$ cat src/rtl/reg_scoreboard.sv
// -----------------------------------------------------------------------------
// reg_scoreboard
//
// Tracks destination registers of long-latency instructions (loads, mul/div)
// that have left ID but whose results only appear at writeback, so the EX->ID
// forwarding network cannot supply them. ID is stalled on RAW/WAW hazards
// against those registers, and also when the pending table is full. An entry
// is released when the long-latency writeback port retires the write.
//
// Ports:
//   clk, rst        core clock (rising edge), asynchronous active-high reset
//   ID_rs1/_vld     source register 1 of the ID instruction and its valid
//   ID_rs2/_vld     source register 2 of the ID instruction and its valid
//   ID_rd/_vld      destination register of the ID instruction and its valid
//   ID_long         ID instruction is long-latency (result only at WB)
//   ID_issue        ID instruction moves to EX this cycle
//   WB_rd/_vld      register retired by a long-latency writeback
//   SB_stall        combinational: hold ID and insert a bubble
//   SB_pending      registered bitmap, bit n set while xn is outstanding
//   SB_cnt          registered number of set bits in SB_pending
//   SB_busy         SB_cnt != 0
//   SB_err          sticky: a writeback retired a register that was not pending
// -----------------------------------------------------------------------------
module reg_scoreboard #(
    parameter int MAX_PENDING = 4,
    parameter int CNT_W       = 6
) (
    input  logic             clk,
    input  logic             rst,
    input  logic [4:0]       ID_rs1,
    input  logic             ID_rs1_vld,
    input  logic [4:0]       ID_rs2,
    input  logic             ID_rs2_vld,
    input  logic [4:0]       ID_rd,
    input  logic             ID_rd_vld,
    input  logic             ID_long,
    input  logic             ID_issue,
    input  logic [4:0]       WB_rd,
    input  logic             WB_rd_vld,
    output logic             SB_stall,
    output logic [31:0]      SB_pending,
    output logic [CNT_W-1:0] SB_cnt,
    output logic             SB_busy,
    output logic             SB_err
);

    logic [31:0]      pending_reg;
    logic [31:0]      pending_next;
    logic [CNT_W-1:0] cnt_reg;
    logic [CNT_W-1:0] cnt_next;
    logic             err_reg;
    logic             err_next;

    logic             raw1;
    logic             raw2;
    logic             waw;
    logic             full;
    logic             set;
    logic             clr;
    logic [31:0]      set_mask;
    logic [31:0]      clr_mask;

    // Hazard terms look only at registered state. A writeback in this cycle
    // deliberately does not release the stall until the next cycle so the
    // register file has a cycle to commit the value.
    assign raw1 = ID_rs1_vld && (ID_rs1 != 5'd0) && pending_reg[ID_rs1];
    assign raw2 = ID_rs2_vld && (ID_rs2 != 5'd0) && pending_reg[ID_rs2];
    assign waw  = ID_rd_vld  && (ID_rd  != 5'd0) && pending_reg[ID_rd];
    assign full = ID_long && ID_rd_vld && (ID_rd != 5'd0)
               && (cnt_reg == CNT_W'(MAX_PENDING));

    assign SB_stall = raw1 || raw2 || waw || full;

    // An issue attempted while stalled is ignored, so the table can never
    // overflow and a pending register can never be set twice.
    assign set = ID_issue && !SB_stall && ID_long && ID_rd_vld && (ID_rd != 5'd0);
    assign clr = WB_rd_vld && (WB_rd != 5'd0) && pending_reg[WB_rd];

    // One-hot decode of the set/clear targets. Bit 0 stays constant zero so
    // x0 is never tracked.
    assign set_mask[0] = 1'b0;
    assign clr_mask[0] = 1'b0;
    generate
        for (genvar gi = 1; gi < 32; gi++) begin : g_decode
            assign set_mask[gi] = set && (ID_rd == 5'(gi));
            assign clr_mask[gi] = clr && (WB_rd == 5'(gi));
        end
    endgenerate

    // set and clr can never hit the same register (waw blocks that), so the
    // order of OR and AND-NOT below does not matter.
    assign pending_next = (pending_reg | set_mask) & ~clr_mask;

    always_comb begin
        cnt_next = cnt_reg;
        case ({set, clr})
            2'b10:   cnt_next = cnt_reg + CNT_W'(1);
            2'b01:   cnt_next = cnt_reg - CNT_W'(1);
            default: cnt_next = cnt_reg;
        endcase
    end

    // Any writeback that did not release a pending entry (x0 or not pending)
    // is flagged and latched until reset.
    assign err_next = err_reg || (WB_rd_vld && !clr);

    always_ff @(posedge clk or posedge rst) begin
        if (rst) begin
            pending_reg <= '0;
            cnt_reg     <= '0;
            err_reg     <= 1'b0;
        end else begin
            pending_reg <= pending_next;
            cnt_reg     <= cnt_next;
            err_reg     <= err_next;
        end
    end

    assign SB_pending = pending_reg;
    assign SB_cnt     = cnt_reg;
    assign SB_busy    = (cnt_reg != '0);
    assign SB_err     = err_reg;

endmodule
$ cat config.mk
export PLATFORM = sky130hd
export DESIGN_NAME = reg_scoreboard
export DESIGN_NICKNAME = d
export VERILOG_FILES = /design/src/rtl/reg_scoreboard.sv
export SDC_FILE = /design/constraint.sdc
export NUM_CORES = 1
export LEC_CHECK = 0
export CAP_MARGIN = 30
export CORE_MARGIN = 3
export CORE_UTILIZATION = 63
export DETAILED_ROUTE_END_ITERATION = 7
export DONT_BUFFER_PORTS = 1
export GPL_TIMING_DRIVEN = 0
export PLACE_DENSITY = 0.77
export REMOVE_ABC_BUFFERS = 1
export SETUP_SLACK_MARGIN = 0.15
export SLEW_MARGIN = 40
export SYNTH_ARGS = -nofsm -noshare
export SYNTH_HDL_FRONTEND = slang
export SYNTH_SLANG_ARGS = --single-unit
$ cat constraint.sdc
create_clock -name clk -period 4.8 [get_ports clk]
set_clock_uncertainty 0.15 [all_clocks]
set_input_delay 0.72 -clock clk [delete_from_list [all_inputs] [get_ports clk]]
set_output_delay 0.72 -clock clk [all_outputs]
set_load 0.05 [all_outputs]
==> results.md, run 1 <==
* Combinational group share of total power at 20.9%
* Critical path's largest stage delay at 0.65 ns
* Worst-margin pin slew at 0.702 ns
* 1st-iter DRT viols at 352
* Sw frac at 38.8%
* Critical path data required time at 4.82 ns
* Clock Path Buffers at 2
* Row Count at 25
* Register share of total power at 53.0%
* Commonest non-fill, non-tap cell in the layout: dfrtp_1
* WL final at 8.88 mm
* Worst Reg2Reg Path Length in Cells at 14
* Starting Density at 65.6%
* Clk slew on worst S/H paths at 0.07 ns
* Yosys top cell by area: dfrtp_1
* CTS buffer count at 5
* Cell Area, Synth at 3140 sq um
* Core Area at 4790 sq um
* # port buffers at 0
* Type of the most critical hold path: primary input to async pin
* Filler cells at 387
* Post-synthesis mux area share at 25.0%
* Clock network power share at 26.1%
* Gpl congestion at 0.926
* Die span in x at 76.6 um
* Library cells used by synthesis at 59
* GRT busiest layer: met2
* Overall Power at 884 uW
* Largest family of logic cells by synthesized area: multiplexers
* Overall routing resource usage at 31.3%
* Final antenna-violating net count at 0
* CTS tree: built
* Critical Path Slowest Stage Cell: dfrtp_1
* Ys Warns at 0
* RSZ-0062 raised after global routing: false
* Postcts setup bufs at 0
* Number of synthesized flops with an enable pin at 0
* Synth Instances at 315
* Most used DFF post-synth: dfrtp_1
* Worst-Skew Late Latency at 0.30 ns
* Vias in the first global route at 2716
* Largest cells by area after synthesis: dfrtp_1 (30%), mux4_2 (16%), o22ai_1 (4.6%)
* Crit-path cells: mux4_1 > mux2_2 > a2bb2oi_1 > a32oi_2 > nand3_1 > ha_1 > ha_1 > a21o_1 > a21oi_1 > o21bai_1 > a21oi_1 > xor2_1 > nor2_1 > xor2_1
* Setup total negative slack at 0 ns
* Adder-cell share of the synthesized area at 2.63%
* Hold Buf Count CTS at 0
* Critical R2R Capture: SB_cnt[5]
* CTS H-tree depth at 2
* Critical Path Sink Type: flop
* DR DRC count at 0
* Status: completed
* Sequential fraction of the synthesis area at 30.3%
* Worst-path fanout max at 7
* Vias per inst at 7.42
* Number of synthesized register bits at 38
* VDD IR-drop max at 0.173 mV
* Avg Cell Area, Syn at 9.97 sq um
* Yosys top cell area share at 30.3%
* R2r setup slk at 0.62 ns
* Tcrit/Tclk final at 87.1%
* First-pass GRT wire length at 14.3 mm
* Pwr/cell area at 272 nW/um^2
* R2r startpoint: SB_pending[22]
* Share of layout cells above drive strength 1 at 17.7%
* P&R area growth vs syn at 3.50%
* Post-synth ARST share at 100%
* Most frequent cells in the layout: dfrtp_1 (38), nand2_1 (28), inv_1 (27)
* Critical Path Source Type: flop
* Normalized max-slew margin at 53.2%
* Full die area at 5870 sq um
* Buffers and inverters on the worst path at 0
* Net Switching at 343 uW
* Grt total ovfl at 0
* Clock sinks at 38
* Resized Gates After CTS at 0
* Root buf cell: clkbuf_8
* Internal at 542 uW
* Ant. Diodes at 0
* Area fraction in compound gates after synthesis at 18.9%
* Cell family with most CP delay: compound AO/OA/AOI/OAI gates
* Leakage power at 1.24 nW
* M3 GR Usage at 13.0%
* Drt pass-1 iters at 5
* Hpwl dp at 6.48 mm
* Worst Path Arrival at 4.20 ns
* Final Critical Period at 4.18 ns
* Max Freq at 239 MHz
* Maxcap violations at 0
* Die height at 76.6 um
* Final setup vio count at 0
* Post-synthesis xor/xnor area fraction at 1.67%
* Initial antenna violation count at 0
* Wire per inst at 23.9 um
* Largest net degree at the start of global routing at 27
* Simple-Gate Fraction of Synth Area at 15.2%
* Kind of critical path: flop to flop
* IO Pins at 69
* Detailed-route via count at 2759
* Met1 usage at 40.4%
* Fin. max-slew vios at 0
* Fin. Hold Viols at 0
* GR Util met2 at 47.8%
* Final net count at 338
[kinds of logic (layout without fill, tap and decap cells)]
| logic type | count (synthesis) | count (layout) |
|---|---|---|
| muxes | 42 | 42 |
| other | 1 | 1 |
| AOI/OAI and AO/OA | 87 | 87 |
| and+or+nand+nor | 88 | 88 |
| adders and majority gates | 6 | 6 |
| DFF | 38 | 38 |
| buffers and inverters | 47 | 37 |
| xor gates and xnor gates | 6 | 6 |
[sequential cells by signal (all words and copies together) (netlist names)]
signal,count
SB_err,1
SB_cnt,6
SB_pending,31
[cell type report]
cell class	count	area [sq um]	share of cell area [%]
clock buffers	7	86.3	2.65
clock inverters	1	5.00	0.154
well taps	67	83.8	2.58
repair buffers	1	20.0	0.616
inverters	28	105	3.23
multi-input cells	230	2000	61.5
flip-flops and latches	38	951	29.2
[cells in the mapped netlist (7+ instances only)]
master,instances
mux2i_1,7
mux2_2,8
nand2_1,28
a21oi_1,22
clkbuf_1,13
o21ai_0,9
nor2_1,15
o22ai_1,23
nor2b_1,10
dfrtp_1,38
inv_1,28
mux4_2,22
[per-stage QoR]
stage | std cells | worst slack [ns] | util, % | cell area [sq um] | hold WS, ns
finish | 372 | 0.617 | 67.9 | 3250 | 0.0949
global route | 372 | 0.374 | 67.9 | 3250 | 0.107
CTS | 372 | 0.633 | 67.9 | 3250 | 0.102
detailed placement | 364 | 0.650 | 66.0 | 3160 | 0.425
global placement | 363 | 0.763 | 65.5 | 3140 | 0.624
floorplan | 296 | 0.976 | - | 3050 | 0.614
[power groups by stage]
stage | logic (mW) | clock network [mW] | registers [mW]
2_1_floorplan | 0.156 | 0 | 0.461
3_3_place_gp | 0.174 | 0 | 0.473
3_5_place_dp | 0.184 | 0 | 0.475
4_1_cts | 0.184 | 0.235 | 0.468
5_1_grt | 0.203 | 0.251 | 0.475
6_report | 0.185 | 0.231 | 0.469
[worst max path at each step]
stage                        start        end  slack (ns)  depth (start not counted)
floorplan                ID_rs1[1]  SB_cnt[5]        0.98                         14
global placement         ID_rs1[1]  SB_cnt[5]        0.76                         14
detailed placement       ID_rs1[1]  SB_cnt[5]        0.65                         14
CTS                 SB_pending[22]  SB_cnt[5]        0.63                         14
global route        SB_pending[22]  SB_cnt[5]        0.37                         14
finish              SB_pending[22]  SB_cnt[5]        0.62                         14
[worst register-to-register path, delay by kind of cell (launching register included)]
family	cells	cell delay, ns
AO/OA/AOI/OAI	6	1.15
multiplexers	2	0.92
flip-flops	1	0.65
adder cells (fa/ha/maj)	2	0.63
XOR/XNOR	2	0.34
AND/OR/NAND/NOR	2	0.21
[routing by layer]
| layer | vias to the layer above | routed length [um] |
|---|---|---|
| li1 | 1172 | - |
| met1 | 1324 | 3270 |
| met2 | 234 | 4070 |
| met3 | 29 | 1310 |
| met4 | 0 | 236 |
| met5 | - | 0 |
Power figures use the tool's default switching activity.
==> run 2, diff against run 1 <==
clock period = 4.9 ns   (was 4.8 ns; I/O delays follow)
==> results of run 2 <==
Same layout as run 1 (identical final DEF). Status: completed.
Main changes from that run: setup slack after placement 0.650 ns -> 0.735 ns; setup slack after layout 0.617 ns -> 0.717 ns; hold slack 0.0949 ns -> 0.110 ns; register-to-register setup slack 0.62 ns -> 0.72 ns; total power 0.884 mW -> 0.866 mW; worst IR drop on VDD 0.173 mV -> 0.169 mV
==> run 3, diff against run 2 <==
TNS_END_PERCENT = 5   (was default)
==> results of run 3 <==
Same layout as run 1 (identical final DEF). Status: completed.
Main changes from that run: setup slack after placement 0.650 ns -> 0.735 ns; setup slack after layout 0.617 ns -> 0.717 ns; hold slack 0.0949 ns -> 0.110 ns; register-to-register setup slack 0.62 ns -> 0.72 ns; total power 0.884 mW -> 0.866 mW; worst IR drop on VDD 0.173 mV -> 0.169 mV
